`src/rtl/peak_scanner_pkg.sv`:
```
`default_nettype none
// ============================================================================
// Module      : peak_scanner_pkg
// Description : Shared types and constants for the peak_scanner block.
//               State encoding of the scan FSM, scan mode encodings and a
//               helper that decodes the "scan in progress" states.
// Revision    : 1.0 - initial release
// ============================================================================
package peak_scanner_pkg;

    // Scan FSM states, explicit 3-bit encoding.
    typedef enum logic [2:0] {
        IDLE    = 3'd0,
        FETCH0  = 3'd1,
        INIT    = 3'd2,
        FETCH   = 3'd3,
        CMP     = 3'd4,
        DONE_ST = 3'd5,
        HOLD    = 3'd6
    } state_t;

    // Scan mode: peaks/maximum or valleys/minimum.
    localparam logic MODE_PEAK   = 1'b0;
    localparam logic MODE_VALLEY = 1'b1;

    // True while the FSM is actively walking the RAM.
    function automatic logic state_is_busy(input state_t s);
        return (s == FETCH0) || (s == INIT) || (s == FETCH) || (s == CMP);
    endfunction

endpackage : peak_scanner_pkg
`default_nettype wire

```
`src/rtl/peak_scanner_ram.sv`:
```
`default_nettype none
// ============================================================================
// Module      : sample_ram
// Description : DEPTH x DATA_W sample store. One synchronous write port and
//               one registered read port (1-cycle read latency). Contents are
//               not reset.
// Ports       : clk     - clock, rising edge
//               i_we    - write enable
//               i_waddr - write address
//               i_wdata - write data
//               i_raddr - read address
//               o_rdata - registered read data
// Revision    : 1.0 - initial release
// ============================================================================
module sample_ram #(
    parameter int DATA_W = 9,
    parameter int ADDR_W = 5
) (
    input  logic              clk,
    input  logic              i_we,
    input  logic [ADDR_W-1:0] i_waddr,
    input  logic [DATA_W-1:0] i_wdata,
    input  logic [ADDR_W-1:0] i_raddr,
    output logic [DATA_W-1:0] o_rdata
);

    localparam int DEPTH = 2 ** ADDR_W;

    logic [DATA_W-1:0] r_mem_q [DEPTH];
    logic [DATA_W-1:0] r_rdata_q;

    always_ff @(posedge clk) begin
        if (i_we) begin
            r_mem_q[i_waddr] <= i_wdata;
        end
        r_rdata_q <= r_mem_q[i_raddr];
    end

    assign o_rdata = r_rdata_q;

endmodule : sample_ram
`default_nettype wire

```
`src/rtl/peak_scanner.sv`:
```
`default_nettype none
// ============================================================================
// Module      : peak_scanner
// Description : Scans a loadable signed sample RAM once per START request,
//               counting local peaks (MODE=0) or valleys (MODE=1) and tracking
//               the running maximum / minimum. Results are held with a
//               START-release handshake.
// Ports       : CLOCK   - clock, rising edge
//               RESET   - synchronous active-high reset
//               START   - scan request level; held high to keep HOLD
//               MODE    - 0 peaks/max, 1 valleys/min (sampled with START)
//               WR_EN   - RAM write strobe (ignored while BUSY)
//               WR_ADDR - RAM write address
//               WR_DATA - signed RAM write data
//               BUSY    - scan in progress
//               DONE    - results valid
//               EXTREME - signed running max / min
//               SIGN    - EXTREME is negative
//               COUNT   - number of peaks / valleys found
// Revision    : 1.0 - initial release
// ============================================================================
module peak_scanner
    import peak_scanner_pkg::*;
#(
    parameter int DATA_W = 9,
    parameter int ADDR_W = 5
) (
    input  logic              CLOCK,
    input  logic              RESET,
    input  logic              START,
    input  logic              MODE,
    input  logic              WR_EN,
    input  logic [ADDR_W-1:0] WR_ADDR,
    input  logic [DATA_W-1:0] WR_DATA,
    output logic              BUSY,
    output logic              DONE,
    output logic [DATA_W-1:0] EXTREME,
    output logic              SIGN,
    output logic [ADDR_W-1:0] COUNT
);

    localparam logic [ADDR_W-1:0] c_addr_one = {{(ADDR_W-1){1'b0}}, 1'b1};

    state_t                    r_state_q,   w_state_d;
    logic                      r_mode_q,    w_mode_d;
    logic                      r_flag_q,    w_flag_d;
    logic                      r_done_q,    w_done_d;
    logic [ADDR_W-1:0]         r_mar_q,     w_mar_d;
    logic [ADDR_W-1:0]         r_count_q,   w_count_d;
    logic signed [DATA_W-1:0]  r_temp_q,    w_temp_d;
    logic signed [DATA_W-1:0]  r_extreme_q, w_extreme_d;

    logic                      w_ram_we;
    logic signed [DATA_W-1:0]  w_rdata;
    logic [DATA_W:0]           w_diff;
    logic                      w_diff_neg;
    logic                      w_diff_pos;

    // Writes are only allowed while the FSM is not walking the RAM.
    assign w_ram_we = WR_EN && ((r_state_q == IDLE) || (r_state_q == HOLD));

    // MAR is 0 in FETCH0 and the sample index in FETCH, so it drives the read
    // address directly; data arrives in the following INIT/CMP state.
    sample_ram #(
        .DATA_W (DATA_W),
        .ADDR_W (ADDR_W)
    ) u_sample_ram (
        .clk     (CLOCK),
        .i_we    (w_ram_we),
        .i_waddr (WR_ADDR),
        .i_wdata (WR_DATA),
        .i_raddr (r_mar_q),
        .o_rdata (w_rdata)
    );

    // One extra bit so rdata - TEMP can never overflow.
    assign w_diff     = {w_rdata[DATA_W-1], w_rdata} - {r_temp_q[DATA_W-1], r_temp_q};
    assign w_diff_neg = w_diff[DATA_W];
    assign w_diff_pos = !w_diff[DATA_W] && (w_diff != '0);

    always_comb begin
        w_state_d   = r_state_q;
        w_mode_d    = r_mode_q;
        w_flag_d    = r_flag_q;
        w_done_d    = r_done_q;
        w_mar_d     = r_mar_q;
        w_count_d   = r_count_q;
        w_temp_d    = r_temp_q;
        w_extreme_d = r_extreme_q;

        unique case (r_state_q)
            IDLE: begin
                // A write in the same cycle takes priority over START.
                if (START && !WR_EN) begin
                    w_mode_d  = MODE;
                    w_count_d = '0;
                    w_flag_d  = 1'b0;
                    w_done_d  = 1'b0;
                    w_mar_d   = '0;
                    w_state_d = FETCH0;
                end
            end
            FETCH0: begin
                w_state_d = INIT;
            end
            INIT: begin
                w_extreme_d = w_rdata;
                w_temp_d    = w_rdata;
                w_mar_d     = c_addr_one;
                w_state_d   = FETCH;
            end
            FETCH: begin
                w_state_d = CMP;
            end
            CMP: begin
                unique case (r_mode_q)
                    MODE_PEAK: begin
                        if (w_diff_neg && r_flag_q) begin
                            w_count_d = r_count_q + c_addr_one;
                            w_flag_d  = 1'b0;
                        end else if (w_diff_pos) begin
                            w_flag_d = 1'b1;
                            if (w_rdata > r_extreme_q) begin
                                w_extreme_d = w_rdata;
                            end
                        end
                    end
                    MODE_VALLEY: begin
                        if (w_diff_pos && r_flag_q) begin
                            w_count_d = r_count_q + c_addr_one;
                            w_flag_d  = 1'b0;
                        end else if (w_diff_neg) begin
                            w_flag_d = 1'b1;
                            if (w_rdata < r_extreme_q) begin
                                w_extreme_d = w_rdata;
                            end
                        end
                    end
                    default: ;
                endcase
                w_temp_d = w_rdata;
                // Last address is all ones; no wrap back to sample 0.
                if (&r_mar_q) begin
                    // DONE is raised on entry to DONE_ST so that it becomes
                    // visible together with the final results.
                    w_done_d  = 1'b1;
                    w_state_d = DONE_ST;
                end else begin
                    w_mar_d   = r_mar_q + c_addr_one;
                    w_state_d = FETCH;
                end
            end
            DONE_ST: begin
                w_done_d  = 1'b1;
                w_state_d = HOLD;
            end
            HOLD: begin
                if (!START) begin
                    w_state_d = IDLE;
                end
            end
            default: begin
                w_state_d = IDLE;
            end
        endcase
    end

    always_ff @(posedge CLOCK) begin
        if (RESET) begin
            r_state_q   <= IDLE;
            r_mode_q    <= MODE_PEAK;
            r_flag_q    <= 1'b0;
            r_done_q    <= 1'b0;
            r_mar_q     <= '0;
            r_count_q   <= '0;
            r_temp_q    <= '0;
            r_extreme_q <= '0;
        end else begin
            r_state_q   <= w_state_d;
            r_mode_q    <= w_mode_d;
            r_flag_q    <= w_flag_d;
            r_done_q    <= w_done_d;
            r_mar_q     <= w_mar_d;
            r_count_q   <= w_count_d;
            r_temp_q    <= w_temp_d;
            r_extreme_q <= w_extreme_d;
        end
    end

    assign BUSY    = state_is_busy(r_state_q);
    assign DONE    = r_done_q;
    assign EXTREME = r_extreme_q;
    assign SIGN    = r_extreme_q[DATA_W-1];
    assign COUNT   = r_count_q;

endmodule : peak_scanner
`default_nettype wire

```
`config.mk`:
```
export PLATFORM = sky130hd
export DESIGN_NAME = peak_scanner
export DESIGN_NICKNAME = d
export VERILOG_FILES = /design/src/rtl/peak_scanner_pkg.sv /design/src/rtl/peak_scanner_ram.sv /design/src/rtl/peak_scanner.sv
export SDC_FILE = /design/constraint.sdc
export NUM_CORES = 1
export LEC_CHECK = 0
export CAP_MARGIN = 20
export CORE_ASPECT_RATIO = 1.1
export CORE_MARGIN = 2
export CORE_UTILIZATION = 55
export CTS_CLUSTER_SIZE = 16
export DETAILED_ROUTE_END_ITERATION = 7
export GPL_TIMING_DRIVEN = 1
export PLACE_DENSITY = 0.72
export SYNTH_ARGS = -nofsm -noshare
export SYNTH_HDL_FRONTEND = slang
export SYNTH_SLANG_ARGS = --single-unit
```
`constraint.sdc`:
```
create_clock -name CLOCK -period 3.2 [get_ports CLOCK]
set_clock_uncertainty 0.15 [all_clocks]
set_input_delay 0.64 -clock CLOCK [delete_from_list [all_inputs] [get_ports CLOCK]]
set_output_delay 0.64 -clock CLOCK [all_outputs]
set_load 0.01 [all_outputs]
```
==> impl.org, run 1 <==
** Run status
- The flow ran to the end, and the final reports show no timing, DRC or antenna violations.

** Placed design
- The congestion estimate from routability-driven global placement came to 0.893.
- Setup Slack @ Placement :: 0.0266 ns
- After legalization and detailed placement, the total HPWL measured 18,100 um.
- The count of buffers added on input and output ports is 35.

** Routing
- The first routing iteration left 689 violations.
- Dividing the detail-routed via count by the number of cells gives 6.08.
- After detailed routing, the average wire length per cell comes to 22.8 um.
- Number of vias after detailed routing :: 7,373
- For this run, design rule violations remaining after detail routing come to 0.
- For this run, the detailed router's first-pass iteration total came to 5.
- Total wire length :: 27,700 um
- Count of nets left with antenna violations after detail routing :: 0

** Run
- MaxCap Viol Count :: 0

** Timing
- The worst pin sits at a relative slew slack of 0.583.
- Setup violations remaining at the end of the flow were counted as 0.
- In the final timing run, aggregate negative setup slack is 0 ns.
- Across all setup checks in the final design, the least slack found is 0.173 ns.
- The count of final max-slew check failures is 0.
- Final Cycle Share :: 0.946
- Minimum hold slack :: 0.334 ns
- Final hold viol count :: 0
- For the pin with the worst max-slew slack, the measured transition is 0.616 ns.
- Maximum frequency from static timing analysis :: 0.330 GHz
- Clock period minus final worst setup slack :: 3.03 ns

** Logic synthesis
- For this run, the leading register cell type out of synthesis is sky130_fd_sc_hd__edfxtp_1.
- EDFF count, synth :: 288
- Post-synth net total :: 826
- Area share of the largest cell type after synthesis :: 0.630
- Number of different library cells in the post-synthesis netlist :: 63
- Synth Area per Inst :: 17.5 um^2
- The largest total area in the synthesized netlist belongs to sky130_fd_sc_hd__edfxtp_1.
- Yosys warnings :: 0
- In the post-synthesis netlist, the cell with the most instances is sky130_fd_sc_hd__edfxtp_1.
- In the synthesized netlist, the cells that appear most often are 288 x sky130_fd_sc_hd__edfxtp_1, 90 x sky130_fd_sc_hd__mux4_2, 79 x sky130_fd_sc_hd__nor2_1.
- Sequential cell area fraction in the yosys report :: 0.692
- For this run, asynchronously set or reset flops after synthesis account for 0.
- #FFs+latches synth :: 331
- Cell Area, Synth :: 13,700 um^2
- Yosys attributes the largest share of cell area to sky130_fd_sc_hd__edfxtp_1 63%, sky130_fd_sc_hd__mux4_2 15%, sky130_fd_sc_hd__dfxtp_1 6.3%.
- In the synthesized netlist, the number of instances is 785.

** CTS
- Clock-pin slew was measured on the worst setup and hold paths at 0.06 ns.
- Worst-Skew Late Latency :: 0.52 ns
- TritonCTS created 34 clock buffers.
- In this run the number of H-tree levels came out at 2.
- Clock tree sinks :: 331
- Longest Clk Path Bufs :: 3
- # hold bufs at CTS :: 0
- Root Driver :: sky130_fd_sc_hd__clkbuf_16
- CTS tree :: yes

** Global routing
- For this run, the total global-route usage over all layers was measured as 0.219.
- The via count of the first global-routing pass came to 7,716.
- Pin count of the biggest net entering global routing :: 41
- The initial antenna violation count is 0.
- For this run the aggregate overflow at the end of global routing stands at 0.
- The first global-routing pass estimated 43,500 um of wire.

** Power and ir drop
- Net switching power :: 0.00191 W
- Share of total power in combinational logic :: 0.052
- Of the total power, registers draw 0.515.
- Leakage power summed over all cells :: 5.22 nW
- Of the total power, the clock network draws 0.433.
- Internal power comes to 0.00735 W.
- Largest vdd supply drop :: 0.000392 V
- Of the total power, the share spent switching nets is 0.206.
- Power per standard cell area :: 579 nW/um^2

** Final layout
- Layout fillers :: 1,619
- The repair_antennas step left the layout with diodes totalling 0.
- For this run, the share of the core covered by cells in the final layout is 0.653.
- Proportion of layout cells with a drive suffix above 1 :: 0.248
- After the last flow step, the layout net total stands at 920.
- Area delta synth->final :: 16.3%

** Worst setup path
- Required time reported for the critical path endpoint :: 3.49 ns
- Arrival time of data at the critical path endpoint :: 3.31 ns
- Highest net fanout along the worst path :: 4
- The worst setup path is captured at a flop.
- The critical path in this run is classified as reg -> reg.
- R2r worst-path depth :: 12
- The worst setup path is launched from a flop.

** Floorplan
- Total number of placement rows :: 60
- Number of top-level pins :: 36
- From bottom edge to top edge, the die measures 170 um.
- Initial cell density of the core :: 0.561
- The floorplan step defined a die boundary enclosing 26,200 um^2.
- Measured along the x axis, the die boundary spans 155 um.
- The core region is 24,500 um^2.

** Min path
- Cells on Worst Hold Path :: 2
- In this run the worst hold path is classified as reg -> reg.
-- state kept, by name (all words and copies together), names as in the netlist --
register / flops
COUNT: 5
DONE: 1
EXTREME: 9
r_flag_q: 1
r_mar_q: 5
r_mode_q: 1
r_state_q: 3
r_temp_q: 9
u_sample_ram.o_rdata: 9
u_sample_ram.r_mem_q: 288
-- worst max-delay path: stages (launching register included) --
cell and delay (ns):
sky130_fd_sc_hd__dfxtp_1 0.32, sky130_fd_sc_hd__inv_1 0.08, sky130_fd_sc_hd__ha_1 0.15, sky130_fd_sc_hd__inv_1 0.06, sky130_fd_sc_hd__fa_1 0.45, sky130_fd_sc_hd__a21o_1 0.27
sky130_fd_sc_hd__a221oi_2 0.29, sky130_fd_sc_hd__o32ai_1 0.13, sky130_fd_sc_hd__a211oi_2 0.23, sky130_fd_sc_hd__a31oi_1 0.16, sky130_fd_sc_hd__a22oi_2 0.28, sky130_fd_sc_hd__buf_4 0.21
sky130_fd_sc_hd__mux2i_1 0.18
-- layout by cell type (no fill, tap or decap), types with 3 or more instances in the layout --
cell type                           n
sky130_fd_sc_hd__a211oi_2           3
sky130_fd_sc_hd__a21o_1             4
sky130_fd_sc_hd__a21oi_1           19
sky130_fd_sc_hd__a22oi_1            4
sky130_fd_sc_hd__a31oi_1            4
sky130_fd_sc_hd__and2_1             3
sky130_fd_sc_hd__and3_1             8
sky130_fd_sc_hd__buf_12             3
sky130_fd_sc_hd__buf_4             54
sky130_fd_sc_hd__bufinv_16          5
sky130_fd_sc_hd__clkbuf_1           4
sky130_fd_sc_hd__clkbuf_16         35
sky130_fd_sc_hd__clkdlybuf4s50_1   35
sky130_fd_sc_hd__clkinv_1           6
sky130_fd_sc_hd__clkinv_2           4
sky130_fd_sc_hd__clkinvlp_4         3
sky130_fd_sc_hd__dfxtp_1           41
sky130_fd_sc_hd__edfxtp_1         288
sky130_fd_sc_hd__ha_1              21
sky130_fd_sc_hd__inv_1             28
sky130_fd_sc_hd__mux2_2             9
sky130_fd_sc_hd__mux2i_1           12
sky130_fd_sc_hd__mux4_2            90
sky130_fd_sc_hd__nand2_1           35
sky130_fd_sc_hd__nand2b_1           7
sky130_fd_sc_hd__nand3_1           10
sky130_fd_sc_hd__nand4_1            3
sky130_fd_sc_hd__nor2_1            79
sky130_fd_sc_hd__nor2b_1            8
sky130_fd_sc_hd__nor3_1             6
sky130_fd_sc_hd__o2111ai_1          3
sky130_fd_sc_hd__o211ai_1           4
sky130_fd_sc_hd__o21ai_0            8
sky130_fd_sc_hd__o21ai_1            4
sky130_fd_sc_hd__or2_2              3
sky130_fd_sc_hd__xnor2_1            3
sky130_fd_sc_hd__xor2_1             3
-- worst paths after layout --
path                                   start                       to  slack [ns]
max          u_sample_ram.o_rdata[0]$_DFF_P_  EXTREME[4]$_SDFFE_PP0P_        0.17
min reg2reg          EXTREME[1]$_SDFFE_PP0P_  EXTREME[1]$_SDFFE_PP0P_        0.33
min                  EXTREME[1]$_SDFFE_PP0P_  EXTREME[1]$_SDFFE_PP0P_        0.33
max reg2reg  u_sample_ram.o_rdata[0]$_DFF_P_  EXTREME[4]$_SDFFE_PP0P_        0.17
-- metal layers --
layer  global-route usage  vias up  share of wire
li1                     -     3308              -
met1                0.288     3754           0.40
met2                0.381      258           0.51
met3               0.0358       53          0.056
met4               0.0676        0          0.026
met5                    0        -              0
-- metrics by stage --
stage | total power [W] | cells | instance area [um^2]
2_1_floorplan | 0.00513 | 785 | 13700
3_3_place_gp | 0.00530 | 1151 | 14800
3_5_place_dp | 0.00533 | 1151 | 14800
4_1_cts | 0.00931 | 1211 | 15900
5_1_grt | 0.00954 | 1213 | 16000
6_report | 0.00926 | 1213 | 16000
-- logic make-up after synthesis --
group           share of synthesized area
fa+ha+maj                          0.0206
mux                                 0.165
flops                               0.692
xor+xnor                          0.00383
buf+inv                            0.0189
simple gates                       0.0621
compound gates                     0.0375
-- final cells by class --
type | instances | area, um^2 | share of cell area
clock inverter | 21 | 256 | 0.0161
multi-input combinational | 391 | 3990 | 0.250
sequential | 331 | 9510 | 0.596
tap | 310 | 388 | 0.0243
timing repair buffer | 93 | 827 | 0.0518
clock buffer | 39 | 891 | 0.0558
inverter | 28 | 105 | 0.00658
-- timing repair --
item / in CTS / in global routing
gates resized for setup: 0 / 11
endpoints found under the setup margin: 0 / 13
setup buffers: 0 / 1
-- power groups by stage --
stage | clock network (W) | logic, W | registers [W]
after floorplan | 0 | 0.000283 | 0.00484
after global placement | 0 | 0.000452 | 0.00485
after detailed placement | 0 | 0.000470 | 0.00486
after CTS | 0.00407 | 0.000474 | 0.00476
after global routing | 0.00424 | 0.000527 | 0.00477
final | 0.00401 | 0.000483 | 0.00476
(Power assumes the default switching activity.)
==> run 2: changes to the inputs <==
--- a/config.mk
+++ b/config.mk
@@ -11,7 +11,7 @@
 export CORE_UTILIZATION = 55
 export CTS_CLUSTER_SIZE = 16
 export DETAILED_ROUTE_END_ITERATION = 7
-export GPL_TIMING_DRIVEN = 1
+export GPL_TIMING_DRIVEN = 0
 export PLACE_DENSITY = 0.72
 export SYNTH_ARGS = -nofsm -noshare
 export SYNTH_HDL_FRONTEND = slang
==> impl.org, run 2 (same netlist as run 1, synthesis figures left out) <==
** Timing
- Final hold viol count :: 0
- PnR worst setup slack :: 0.106 ns
- Setup repair after global routing could not meet its margin everywhere.
- In the final timing run, aggregate negative setup slack is 0 ns.
- The worst path needs 3.09 ns of the cycle, external delays included.
- Based on the critical path, the design can be clocked at up to 0.323 GHz.
- Max-slew violation total from the final report :: 0
- Final Cycle Share :: 0.967
- Headroom to the max-slew limit came out at 0.333.
- At the pin with the least slew margin, the transition time is 0.997 ns.
- Setup violations remaining at the end of the flow were counted as 0.

** Global routing
- Antenna violations before repair :: 0
- Global-route wire length before repair :: 44,300 um
- Entering global routing, the biggest net connects 33 pins.
- After global routing the overflow that remains totals 0.
- All-layer global routing usage :: 0.228
- Vias in the first global route :: 7,615

** Routing
- For this run, the detailed router's first-pass iteration total came to 6.
- The final route contains 7,440 vias.
- Summed over all layers, the routed wires come to 29,000 um.
- For this block, the initial DRC count from the detailed router was 629.
- Detailed-route wire length per cell :: 24.2 um
- Number of vias per cell after detailed routing :: 6.20
- For this run, design rule violations remaining after detail routing come to 0.
- The detail route stage leaves a number of antenna-violating nets equal to 0.

** Min path
- Class of the tightest hold or removal check :: reg -> reg

** Worst setup path
- At the worst endpoint, the required time is 3.18 ns.
- Highest net fanout along the worst path :: 10
- STA classifies the critical path startpoint as a flop.
- Critical setup path kind :: reg -> reg
- Arrival time of data at the critical path endpoint :: 3.07 ns
- STA classifies the critical path endpoint as a flop.

** Floorplan
- The die covers 26,200 um^2.
- Die span in y :: 170 um
- Total number of placement rows :: 60
- Initial cell density of the core :: 0.561
- For this design the top-level I/O count stands at 36.
- Core Area :: 24,500 um^2
- X dimension of the die :: 155 um

** Final layout
- Share of the core filled with cells in the final layout :: 0.645
- Flip-flop count of the largest register, all copies and words added :: 288
- # diodes :: 0
- The sequential cells in the finished layout cover a total of 9510 um^2.
- Area delta synth->final :: 14.9%
- Of the cells placed in the final design, the portion with a size suffix greater than 1 is 0.226.
- Commonest cells after routing, fill and taps aside :: 288 x sky130_fd_sc_hd__edfxtp_1, 90 x sky130_fd_sc_hd__mux4_2, 69 x sky130_fd_sc_hd__nor2_1, 43 x sky130_fd_sc_hd__dfxtp_1, 36 x sky130_fd_sc_hd__clkbuf_16
- More flip-flops sit in one register than any other, and that register is u_sample_ram.r_mem_q.
- Excluding fillers, the count of instances in the completed layout stands at 1,200.
- Area of the multi-input gates :: 4030 um^2
- Leaving out fill and tap cells, the most frequent cell in the layout is sky130_fd_sc_hd__edfxtp_1.
- Number of nets at the end of the flow :: 910
- Layout fillers :: 1,651
- Design area :: 15,800 um^2

** Placed design
- Before CTS, the worst setup slack after placement is -0.0716 ns.
- The placed instances occupy a cell area of 14,500 um^2.
- Gpl congestion :: 0.875
- Number of cells after detailed placement :: 1,131
- Buffers placed on the I/O ports in this run total 35.
- The HPWL after detailed placement is 19,300 um.

** Run status
- The flow ran to the end, and the final reports show no timing, DRC or antenna violations.

** CTS
- The clock passes through at most 3 buffers.
- In this run, post-CTS hold repair placed 0 buffers.
- TritonCTS built the clock tree.
- The tree built by TritonCTS fans out to 331 sinks.
- Post-CTS clock slew at the launch and capture registers of the worst setup and hold paths :: 0.07 ns
- Worst-Skew Late Latency :: 0.51 ns
- Total clock buffers created by CTS :: 34
- The clock tree synthesis step divided the H-tree into 2 levels.
- Root Driver :: sky130_fd_sc_hd__clkbuf_16

** Power and ir drop
- The worst-case IR drop observed on VDD is 0.000443 V.
- Summed over all cells, the static leakage comes to 5.06 nW.
- Power spread over the standard cell area amounts to 571 nW/um^2.

** Run
- MaxCap Viol Count :: 0
[run 2: worst max-delay path: stages, from the launching register on]
cell and delay [ns]:
sky130_fd_sc_hd__dfxtp_1 0.35, sky130_fd_sc_hd__clkbuf_1 0.37, sky130_fd_sc_hd__nor2b_1 0.17, sky130_fd_sc_hd__nand2b_1 0.21, sky130_fd_sc_hd__nor4b_1 0.27, sky130_fd_sc_hd__buf_2 0.25, sky130_fd_sc_hd__nand2_1 0.14, sky130_fd_sc_hd__nor2_1 0.79
[run 2: power breakdown]
group / total [W] / internal [W] / switching [W]
clock: 0.00374 / 0.00216 / 0.00158
sequential: 0.00475 / 0.00473 / 0.0000211
combinational: 0.000514 / 0.000207 / 0.000307
[run 2: per-layer routing]
metal	GRT usage	wire length, um	vias up	part of all wire
met5	0	0	-	0
li1	-	-	3292	-
met1	0.304	11600	3772	0.40
met3	0.0396	1930	59	0.067
met4	0.0777	893	0	0.031
met2	0.386	14600	317	0.50
[run 2: cell type report]
type,instances,area share
Clock buffer,38,0.0562
Sequential cell,331,0.603
Clock inverter,19,0.0101
Timing Repair Buffer,48,0.0342
Tap cell,310,0.0246
Inverter,28,0.00666
Multi-Input combinational cell,391,0.256
Buffer,35,0.0102
[run 2: metrics by stage]
stage               total power (W)  hold WS [ns]
floorplan                   0.00513         0.297
global placement            0.00529         0.310
detailed placement          0.00532         0.327
CTS                         0.00902         0.336
global route                0.00928         0.352
finish                      0.00900         0.332
[run 2: timing repair]
action                                  CTS  global route
endpoints found under the hold margin     0             0
gates resized for setup                   5            25
setup buffers                             0             1
pin swaps                                 0             5
gates cloned                              1             0
endpoints found under the setup margin   16           120
[run 2: path summary, 6_finish.rpt]
kind                            cells after the start  slack (ns)                                    end                 startpoint
worst max-delay path                                7        0.11  u_sample_ram.r_mem_q[16][2]$_DFFE_PP_  r_state_q[2]$_SDFFE_PP0P_
worst min-delay path                                2        0.33                EXTREME[6]$_SDFFE_PP0P_    EXTREME[6]$_SDFFE_PP0P_
worst max register to register                      7        0.11  u_sample_ram.r_mem_q[16][2]$_DFFE_PP_  r_state_q[2]$_SDFFE_PP0P_
worst min register to register                      2        0.33                EXTREME[6]$_SDFFE_PP0P_    EXTREME[6]$_SDFFE_PP0P_
==> run 3: changes to the inputs <==
--- a/config.mk
+++ b/config.mk
@@ -5,14 +5,14 @@
 export SDC_FILE = /design/constraint.sdc
 export NUM_CORES = 1
 export LEC_CHECK = 0
-export CAP_MARGIN = 20
+export CAP_MARGIN = 0
 export CORE_ASPECT_RATIO = 1.1
 export CORE_MARGIN = 2
 export CORE_UTILIZATION = 55
 export CTS_CLUSTER_SIZE = 16
 export DETAILED_ROUTE_END_ITERATION = 7
 export GPL_TIMING_DRIVEN = 0
-export PLACE_DENSITY = 0.72
+export PLACE_DENSITY_LB_ADDON = 0.1
 export SYNTH_ARGS = -nofsm -noshare
 export SYNTH_HDL_FRONTEND = slang
 export SYNTH_SLANG_ARGS = --single-unit
==> impl.org, run 3 (same netlist as run 1, synthesis figures left out) <==
** Run status
- Outcome :: finished, final reports clean

** Floorplan
- Total die area :: 26,200 um^2
- In this run the count of I/O pins placed on the die edge is 36.
- For this configuration, the core starts out at a cell density of 0.561.
- In this run the horizontal extent of the chip is 155 um.
- Core Area :: 24,500 um^2
- In this run the core area contains 60 standard-cell rows.
- Die span in y :: 170 um

** Power and ir drop
- Flop pwr share :: 0.522
- In this run the power spent charging and discharging nets is 0.00193 W.
- Largest vdd supply drop :: 0.000450 V
- The share of total power dissipated in combinational logic is 0.054.
- The analysis attributes to cell leakage a power of 5.01 nW.
- The share of total power dissipated in the clock network is 0.424.
- In this run the power density over the cells is 579 nW/um^2.
- Internal power comes to 0.00719 W.
- Sw frac :: 0.212

** CTS
- Worst-Skew Late Latency :: 0.51 ns
- For this design, the sink count on the clock tree is 331.
- Clock-pin slew was measured on the worst setup and hold paths at 0.06 ns.
- In this run the number of H-tree levels came out at 2.
- Root Driver :: sky130_fd_sc_hd__clkbuf_16
- After clock tree synthesis, the flow added hold-fix buffers numbering 0.
- CTS tree :: yes
- Longest Clk Path Bufs :: 3
- Counting the buffers created by CTS gives 34.

** Placed design
- Routability-driven placement finished with a final weighted congestion of 0.860.
- Port buffering added 35 buffers.
- At the placement stage, the worst setup path has a slack of -0.676 ns.
- Summed over all nets, the half-perimeter wirelength after detailed placement is 19,400 um.

** Worst setup path
- Required time reported for the critical path endpoint :: 3.19 ns
- Along the worst path, the maximum fanout reaches 10.
- The number of buffers and inverters on the critical path is 1.
- Delay of the slowest cell on the worst path :: 0.71 ns
- Critical setup path kind :: reg -> reg
- Cell breakdown of the critical path :: clkbuf_1, nor2b_1, nand2b_1, nor4b_2, nand2_1, nor2_1
- STA classifies the critical path startpoint as a flop.
- Arrival time of data at the critical path endpoint :: 3.17 ns
- The largest individual stage delay along the critical path comes from the cell sky130_fd_sc_hd__nor2_1.
- Kind of end point of the critical path :: flop
- Crit path max-delay family :: simple AND/OR/NAND/NOR gates

** Global routing
- Entering global routing, the biggest net connects 33 pins.
- Antenna violations before repair :: 1
- All-layer global routing usage :: 0.225
- Global-route wire length before repair :: 43,700 um
- The via count of the first global-routing pass was 7,317.
- After global routing the overflow that remains totals 0.

** Final layout
- Layout fillers :: 1,709
- More flip-flops sit in one register than any other, and that register is u_sample_ram.r_mem_q.
- Of the cells placed in the final design, the portion with a size suffix greater than 1 is 0.223.
- For this run, the share of the core covered by cells in the final layout is 0.643.
- Most common cell after layout, fill and taps aside :: sky130_fd_sc_hd__edfxtp_1
- Area delta synth->final :: 14.7%
- Sequential cell area :: 9510 um^2
- In the final design database the tool counted 899 nets.
- The library cells used most frequently in the layout, excluding fill and tap cells, are 288 x sky130_fd_sc_hd__edfxtp_1, 90 x sky130_fd_sc_hd__mux4_2, 66 x sky130_fd_sc_hd__nor2_1, 43 x sky130_fd_sc_hd__dfxtp_1.
- Area of the multi-input gates :: 4110 um^2
- Flip-flop count of the largest register, all copies and words added :: 288
- # diodes :: 0

** Routing
- After detailed routing, the average wire length per cell comes to 24.3 um.
- Once detail routing completed, the nets flagged for antenna violations numbered 0.
- Number of DRC violations after detailed routing :: 0
- Total wire length :: 29,000 um
- Number of vias after detailed routing :: 7,250
- DR pass1 iterations :: 5
- Violation count after the first detailed-route iteration :: 594
- Number of vias per cell after detailed routing :: 6.07

** Min path
- Class of the tightest hold or removal check :: reg -> reg

** Run
- MaxCap Viol Count :: 0

** Timing
- Measured against its own limit, the worst slew margin works out to 0.128.
- Final hold viol count :: 0
- Setup violations remaining at the end of the flow were counted as 0.
- In the finished design, the share of the clock period the worst path needs comes to 0.994.
- Static timing analysis puts the maximum clock frequency at 0.314 GHz.
- Pin slew with the least headroom to its limit :: 1.30 ns
- PnR worst setup slack :: 0.0184 ns
- Clock period minus final worst setup slack :: 3.18 ns
- Setup repair after global routing could not meet its margin everywhere.
- Max-slew violation total from the final report :: 0
run 3: worst paths after layout:
check,start,end,slack [ns],depth (start not counted)
max,r_state_q[2]$_SDFFE_PP0P_,u_sample_ram.r_mem_q[11][3]$_DFFE_PP_,0.02,6
min reg2reg,COUNT[4]$_SDFFE_PP0P_,COUNT[4]$_SDFFE_PP0P_,0.34,2
max reg2reg,r_state_q[2]$_SDFFE_PP0P_,u_sample_ram.r_mem_q[11][3]$_DFFE_PP_,0.02,6
min,COUNT[4]$_SDFFE_PP0P_,COUNT[4]$_SDFFE_PP0P_,0.34,2
run 3: cell type report:
| type | instances | share of cell area |
|---|---|---|
| flip-flops and latches | 331 | 0.604 |
| multi-input cells | 391 | 0.261 |
| clock buffers | 39 | 0.0566 |
| well taps | 310 | 0.0246 |
| repair buffers | 37 | 0.0234 |
| clock inverters | 23 | 0.0135 |
| plain buffers | 35 | 0.0102 |
| inverters | 28 | 0.00668 |
run 3: layer usage:
metal / up-vias / wire length (um) / track usage / share of wire
met3: 42 / 1310 / 0.0314 / 0.045
met5: - / 0 / 0 / 0
met4: 0 / 614 / 0.0616 / 0.021
met2: 215 / 14600 / 0.381 / 0.50
met1: 3714 / 12500 / 0.312 / 0.43
li1: 3279 / - / - / -
run 3: stage by stage:
| stage | std cells | hold slack, ns | area, um^2 | power, W | setup TNS [ns] |
|---|---|---|---|---|---|
| 2_1_floorplan | 785 | 0.297 | 13700 | 0.00513 | 0 |
| 5_1_grt | 1194 | 0.361 | 15700 | 0.00941 | -5.22 |
| 4_1_cts | 1193 | 0.341 | 15600 | 0.00917 | -0.817 |
| 3_3_place_gp | 1130 | 0.312 | 14500 | 0.00530 | -72.61 |
| 6_report | 1194 | 0.337 | 15700 | 0.00912 | 0 |
| 3_5_place_dp | 1130 | 0.330 | 14500 | 0.00532 | -76.81 |
run 3: power by group through the flow:
stage | registers (W) | clock network [W] | logic (W)
CTS | 0.00476 | 0.00393 | 0.000481
floorplan | 0.00484 | 0 | 0.000283
finish | 0.00476 | 0.00387 | 0.000497
global placement | 0.00485 | 0 | 0.000453
global route | 0.00476 | 0.00410 | 0.000542
detailed placement | 0.00485 | 0 | 0.000471
run 3: tightest hold or removal path: cells and delay by family (launching register included):
kind	cells	cell delay (ns)
and+or+nand+nor	1	0.06
muxes	1	0.06
DFF	1	0.32
run 3: repair_timing:
| action | CTS | global route |
|---|---|---|
| setup endpoints to repair | 157 | 126 |
| cloned | 1 | 0 |
| pin swaps | 0 | 3 |
| gates resized for setup | 16 | 27 |
| setup buffers | 0 | 1 |
